File: config.mk
export PLATFORM = sky130hd
export DESIGN_NAME = bin2sseg_flat
export DESIGN_NICKNAME = d
export VERILOG_FILES = /design/src/rtl/bin2sseg_if.sv /design/src/rtl/bin2sseg.sv /design/src/flat_wrapper.sv
export SDC_FILE = /design/constraint.sdc
export NUM_CORES = 1
export LEC_CHECK = 0
export BUFFER_PORTS_ARGS = -buffer_cell sky130_fd_sc_hd__buf_2
export CORE_MARGIN = 2
export CORE_UTILIZATION = 40
export DETAILED_ROUTE_END_ITERATION = 10
export GPL_TIMING_DRIVEN = 1
export PLACE_DENSITY = 0.56
export SYNTH_ARGS = -nofsm -noshare
export SYNTH_HDL_FRONTEND = slang
export SYNTH_SLANG_ARGS = --single-unit
File: constraint.sdc
create_clock -name clk -period 5.05 [get_ports clk]
set_input_delay 0.505 -clock clk [delete_from_list [all_inputs] [get_ports clk]]
set_output_delay 0.505 -clock clk [all_outputs]
set_load 0.005 [all_outputs]
File: src/rtl/bin2sseg_if.sv
// Bus between the binary-to-seven-segment encoder and its user: conversion
// request with operands on one side, ready/done and four digit patterns on the other.
interface bin2sseg_if;
    logic        start;
    logic [13:0] bin;
    logic [3:0]  dp_in;
    logic        blank_lz;
    logic        ready;
    logic        done_tick;
    logic [7:0]  sseg3;
    logic [7:0]  sseg2;
    logic [7:0]  sseg1;
    logic [7:0]  sseg0;

    modport master (
        output start, bin, dp_in, blank_lz,
        input  ready, done_tick, sseg3, sseg2, sseg1, sseg0
    );

    modport slave (
        input  start, bin, dp_in, blank_lz,
        output ready, done_tick, sseg3, sseg2, sseg1, sseg0
    );
endinterface

File: src/rtl/bin2sseg.sv
// Iterative 14-bit binary to four-digit BCD (double dabble) converter with
// active-low seven-segment encoding, leading-zero blanking and decimal points.
module bin2sseg (
    input  logic       clk,
    input  logic       reset,
    bin2sseg_if.slave  bus
);
    typedef enum logic [1:0] {
        IDLE = 2'd0,
        OP   = 2'd1,
        ENC  = 2'd2
    } state_t;

    state_t      state_q, state_d;
    logic [15:0] bcd_q, bcd_d;
    logic [13:0] shift_q, shift_d;
    logic [3:0]  cnt_q, cnt_d;
    logic [3:0]  dp_q, dp_d;
    logic        blz_q, blz_d;
    logic        ovf_q, ovf_d;
    logic        done_q, done_d;
    logic [7:0]  sseg_q [4];
    logic [7:0]  sseg_d [4];

    logic [15:0] bcd_adj;
    logic [3:0]  digit   [4];
    logic [3:0]  blank;
    logic [7:0]  pattern [4];

    function automatic logic [6:0] seg7(input logic [3:0] d);
        logic [6:0] s;
        case (d)
            4'd0:    s = 7'b0000001;
            4'd1:    s = 7'b1001111;
            4'd2:    s = 7'b0010010;
            4'd3:    s = 7'b0000110;
            4'd4:    s = 7'b1001100;
            4'd5:    s = 7'b0100100;
            4'd6:    s = 7'b0100000;
            4'd7:    s = 7'b0001111;
            4'd8:    s = 7'b0000000;
            4'd9:    s = 7'b0000100;
            default: s = 7'b1111111;
        endcase
        return s;
    endfunction

    // Blanking cascades from the leftmost digit; digit 0 always shows.
    assign blank[3] = blz_q && (digit[3] == 4'd0);
    assign blank[2] = blank[3] && (digit[2] == 4'd0);
    assign blank[1] = blank[2] && (digit[1] == 4'd0);
    assign blank[0] = 1'b0;

    generate
        for (genvar gi = 0; gi < 4; gi++) begin : g_digit
            assign digit[gi] = bcd_q[gi*4 +: 4];
            assign bcd_adj[gi*4 +: 4] = (bcd_q[gi*4 +: 4] >= 4'd5) ?
                                        bcd_q[gi*4 +: 4] + 4'd3 :
                                        bcd_q[gi*4 +: 4];
            // Overflow shows a dash with the point forced off.
            assign pattern[gi] = ovf_q ? 8'hFE :
                                 {~dp_q[gi], blank[gi] ? 7'h7F : seg7(digit[gi])};
        end
    endgenerate

    always_comb begin
        state_d = state_q;
        bcd_d   = bcd_q;
        shift_d = shift_q;
        cnt_d   = cnt_q;
        dp_d    = dp_q;
        blz_d   = blz_q;
        ovf_d   = ovf_q;
        done_d  = 1'b0;
        sseg_d  = sseg_q;
        case (state_q)
            IDLE: begin
                if (bus.start) begin
                    bcd_d   = 16'd0;
                    shift_d = bus.bin;
                    cnt_d   = 4'd14;
                    dp_d    = bus.dp_in;
                    blz_d   = bus.blank_lz;
                    ovf_d   = (bus.bin > 14'd9999);
                    state_d = OP;
                end
            end
            OP: begin
                {bcd_d, shift_d} = {bcd_adj[14:0], shift_q, 1'b0};
                cnt_d = cnt_q - 4'd1;
                if (cnt_q == 4'd1) begin
                    state_d = ENC;
                end
            end
            ENC: begin
                sseg_d  = pattern;
                done_d  = 1'b1;
                state_d = IDLE;
            end
            default: state_d = IDLE;
        endcase
    end

    always_ff @(posedge clk) begin
        if (reset) begin
            state_q <= IDLE;
            bcd_q   <= 16'd0;
            shift_q <= 14'd0;
            cnt_q   <= 4'd0;
            dp_q    <= 4'd0;
            blz_q   <= 1'b0;
            ovf_q   <= 1'b0;
            done_q  <= 1'b0;
            sseg_q  <= '{default: 8'hFF};
        end else begin
            state_q <= state_d;
            bcd_q   <= bcd_d;
            shift_q <= shift_d;
            cnt_q   <= cnt_d;
            dp_q    <= dp_d;
            blz_q   <= blz_d;
            ovf_q   <= ovf_d;
            done_q  <= done_d;
            sseg_q  <= sseg_d;
        end
    end

    assign bus.ready     = (state_q == IDLE);
    assign bus.done_tick = done_q;
    assign bus.sseg3     = sseg_q[3];
    assign bus.sseg2     = sseg_q[2];
    assign bus.sseg1     = sseg_q[1];
    assign bus.sseg0     = sseg_q[0];
endmodule

File: src/flat_wrapper.sv
// flat-port wrapper written by rule: the top's interface ports become plain ports
module bin2sseg_flat 
  (clk, reset, bus_start, bus_bin, bus_dp_in, bus_blank_lz, bus_ready, bus_done_tick, bus_sseg3, bus_sseg2, bus_sseg1, bus_sseg0);
  bin2sseg_if bus_i ();
  input  logic clk;
  input  logic reset;
  input wire logic [$bits(bus_i.start)-1:0] bus_start;
  input wire logic [$bits(bus_i.bin)-1:0] bus_bin;
  input wire logic [$bits(bus_i.dp_in)-1:0] bus_dp_in;
  input wire logic [$bits(bus_i.blank_lz)-1:0] bus_blank_lz;
  output wire logic [$bits(bus_i.ready)-1:0] bus_ready;
  output wire logic [$bits(bus_i.done_tick)-1:0] bus_done_tick;
  output wire logic [$bits(bus_i.sseg3)-1:0] bus_sseg3;
  output wire logic [$bits(bus_i.sseg2)-1:0] bus_sseg2;
  output wire logic [$bits(bus_i.sseg1)-1:0] bus_sseg1;
  output wire logic [$bits(bus_i.sseg0)-1:0] bus_sseg0;
  assign bus_i.start = bus_start;
  assign bus_i.bin = bus_bin;
  assign bus_i.dp_in = bus_dp_in;
  assign bus_i.blank_lz = bus_blank_lz;
  assign bus_ready = bus_i.ready;
  assign bus_done_tick = bus_i.done_tick;
  assign bus_sseg3 = bus_i.sseg3;
  assign bus_sseg2 = bus_i.sseg2;
  assign bus_sseg1 = bus_i.sseg1;
  assign bus_sseg0 = bus_i.sseg0;
  bin2sseg u_core (.clk(clk), .reset(reset), .bus(bus_i));
endmodule
==> results.tsv <==
stage	metric	value	unit
detailed_routing	drt_iter0_drc	147	
global_route	antenna_found_initial	0	
sta	slew_headroom	0.470	
clock_network	postCtsResizedCells	0	
synthesis	synthFlopType	dfxtp_1	
floorplan	start_util	0.405	
worst_hold_path	min-delay-path-class	primary input to flip-flop	
clock_network	cts_made_buffers	9	
global_route	grt-ovfl-total	0	
detailed_routing	dr.pass1.iters	5	
final_layout	mostFrequentLayoutCells	dfxtp_1, nand2_1, buf_2, nor2_1, ha_1	
critical_path	r2r_cells	9	
critical_path	cp_max_fo	32	
sta	setup_viol	0	
sta	fin_setup_tns	0	ps
placed_design	gp_congestion	0.877	
synthesis	synth.net_count	601	
sta	holdWs	390	ps
detailed_routing	ant_nets	0	
clock_network	clockBufferDepth	2	
floorplan	fp.dieH	114	um
final_layout	final_nets	642	
final_layout	final_util	0.459	
synthesis	synth_edf_count	0	
sta	rsz0062_at_grt	no	
final_layout	multi_input_area	2470	um2
final_layout	fillers	1170	
global_route	grt_pass1_wl	18000	um
detailed_routing	drcViolationCount	0	
detailed_routing	drt-wirelength-per-cell	14.6	um
final_layout	final_area	5470	um2
final_layout	final_common_cell	dfxtp_1	
clock_network	clock-sinks	103	
final_layout	n_antenna_cell	0	
sta	fmaxAchievable	349	MHz
floorplan	rows	40	
sta	finClkSkew	5.06	ps
critical_path	required	5280	ps
job	drv_cap	0	
clock_network	htree_levels	3	
clock_network	ctsHoldBuffers	0	
sta	period_minus_slack	2870	ps
placed_design	dp_hpwl	7590	um
synthesis	synth_seq_cells	103	
sta	fin_crit_sh	0.568	
sta	worst_pin_slew	784	ps
synthesis	yosysTopAreaCell	dfxtp_1	
sta	finalHoldViolations	0	
detailed_routing	drt_wl_total	10700	um
worst_hold_path	hold_depth	3	
power_and_ir_drop	p_per_area	305	nW/um2
critical_path	critPathArrivalTime	3090	ps
critical_path	cp-start-kind	flip-flop	
synthesis	ys_seq_area_frac	0.427	
synthesis	synth.cell_area	4830	um2
synthesis	synth-async-reset-ratio	0	
status	status	finished, final reports clean	
floorplan	coreArea	11900	um2
final_layout	layout-drive-gt1-share	0.179	
synthesis	yosys_warnings	0	
floorplan	die_area	13000	um2
critical_path	crit_type	flip-flop to flip-flop	
clock_network	clock_latency	350	ps
floorplan	die_w	114	um
clock_network	cts_tree	yes	
global_route	grt_usage	0.175	
final_layout	seqCellArea	2060	um2
clock_network	clk_pin_slew	70	ps
detailed_routing	vias	3876	
sta	final_max_slew_viol_count	0	
placed_design	dpl_cell_area	5170	um2
synthesis	synth_cells	542	
global_route	grt_pass1_vias	3633	
floorplan	ios	56	
final_layout	area_delta_synth_final	13.3	%
synthesis	synth_area_leaders	dfxtp_1, ha_1, nand2_1	
clock_network	post_cts_buffers	0	
synthesis	syn_area_per_cell	8.91	um2
detailed_routing	via_per_inst	5.27	
critical_path	endpoint_kind	flip-flop	
synthesis	synth.distinct_cells	66	
global_route	grt_max_degree	33	
power_and_ir_drop	leakage	0.00234	uW
power_and_ir_drop	vdd_drop_max	123	uV
placed_design	port_buffers	55	
synthesis	synth_top_area_share	0.427	
clock_network	clock-root-buffer	clkbuf_16	
-- metrics by stage --
step	std cells	total power [uW]	worst slack (ps)
final	735	1670	2180
after floorplan	542	949	2870
after detailed placement	719	983	2200
after CTS	735	1690	2210
after global routing	735	1740	1910
after global placement	719	981	2250
-- critical path, stage by stage, from the launching register on --
cell,delay [ps]
dfxtp_1,630
o21ba_2,670
nor2_4,180
a22oi_1,450
inv_1,170
ha_1,250
nor2_1,130
a211oi_2,90
o21ai_0,90
nand2_1,70
-- Yosys cell counts, drive strengths merged (5+ instances only) --
library cell	instances
xnor2	5
nand2b	9
nor3	18
buf	17
nand2	84
o21ai	24
dfxtp	103
nor3b	6
a311oi	20
a21oi	27
mux2i	7
o22ai	19
a211oi	5
clkbuf	12
a22oi	9
inv	35
nor2	49
ha	37
nand3	5
-- layout make-up --
cell class              count  share of cell area
clock buffers              12              0.0451
well taps                 147              0.0336
flip-flops and latches    103               0.377
multi-input cells         374               0.453
repair buffers             59              0.0558
clock inverters             4              0.0101
inverters                  36              0.0256
-- cell families (layout without fill, tap and decap cells) --
group	after synthesis	count (layout)	share of synthesized area
compound gates	131	131	0.202
xor+xnor	7	7	0.0127
fa+ha+maj	37	37	0.0959
buf+inv	65	111	0.0607
flops	103	103	0.427
mux	8	8	0.0168
simple gates	191	191	0.185
-- metal layers --
layer,vias to the layer above,track usage,part of all wire
met5,-,0,0
met1,1799,0.234,0.48
met3,18,0.0356,0.043
li1,1968,-,-
met4,0,0.0724,0.019
met2,91,0.276,0.45
-- path summary, 6_finish.rpt --
check	from	slack, ps	end
max	u_core.state_q[0]$_SDFFE_PP0P_	2180	flip-flop
min	bus_dp_in[2]	390	u_core.dp_q[2]$_SDFFE_PP0P_
max reg2reg	u_core.state_q[0]$_SDFFE_PP0P_	2180	flip-flop
min reg2reg	flip-flop	440	u_core.bus.sseg3[2]$_SDFFE_PP1P_
-- where the power goes --
| part | leakage, uW | switching (uW) | total (uW) | internal (uW) |
|---|---|---|---|---|
| Combinational | 0.00136 | 71.3 | 112 | 40.4 |
| Sequential | 0.000837 | 17.5 | 853 | 835 |
| Clock | 0.000143 | 303 | 703 | 400 |
Note: power is estimated with default switching activity, not from simulation.
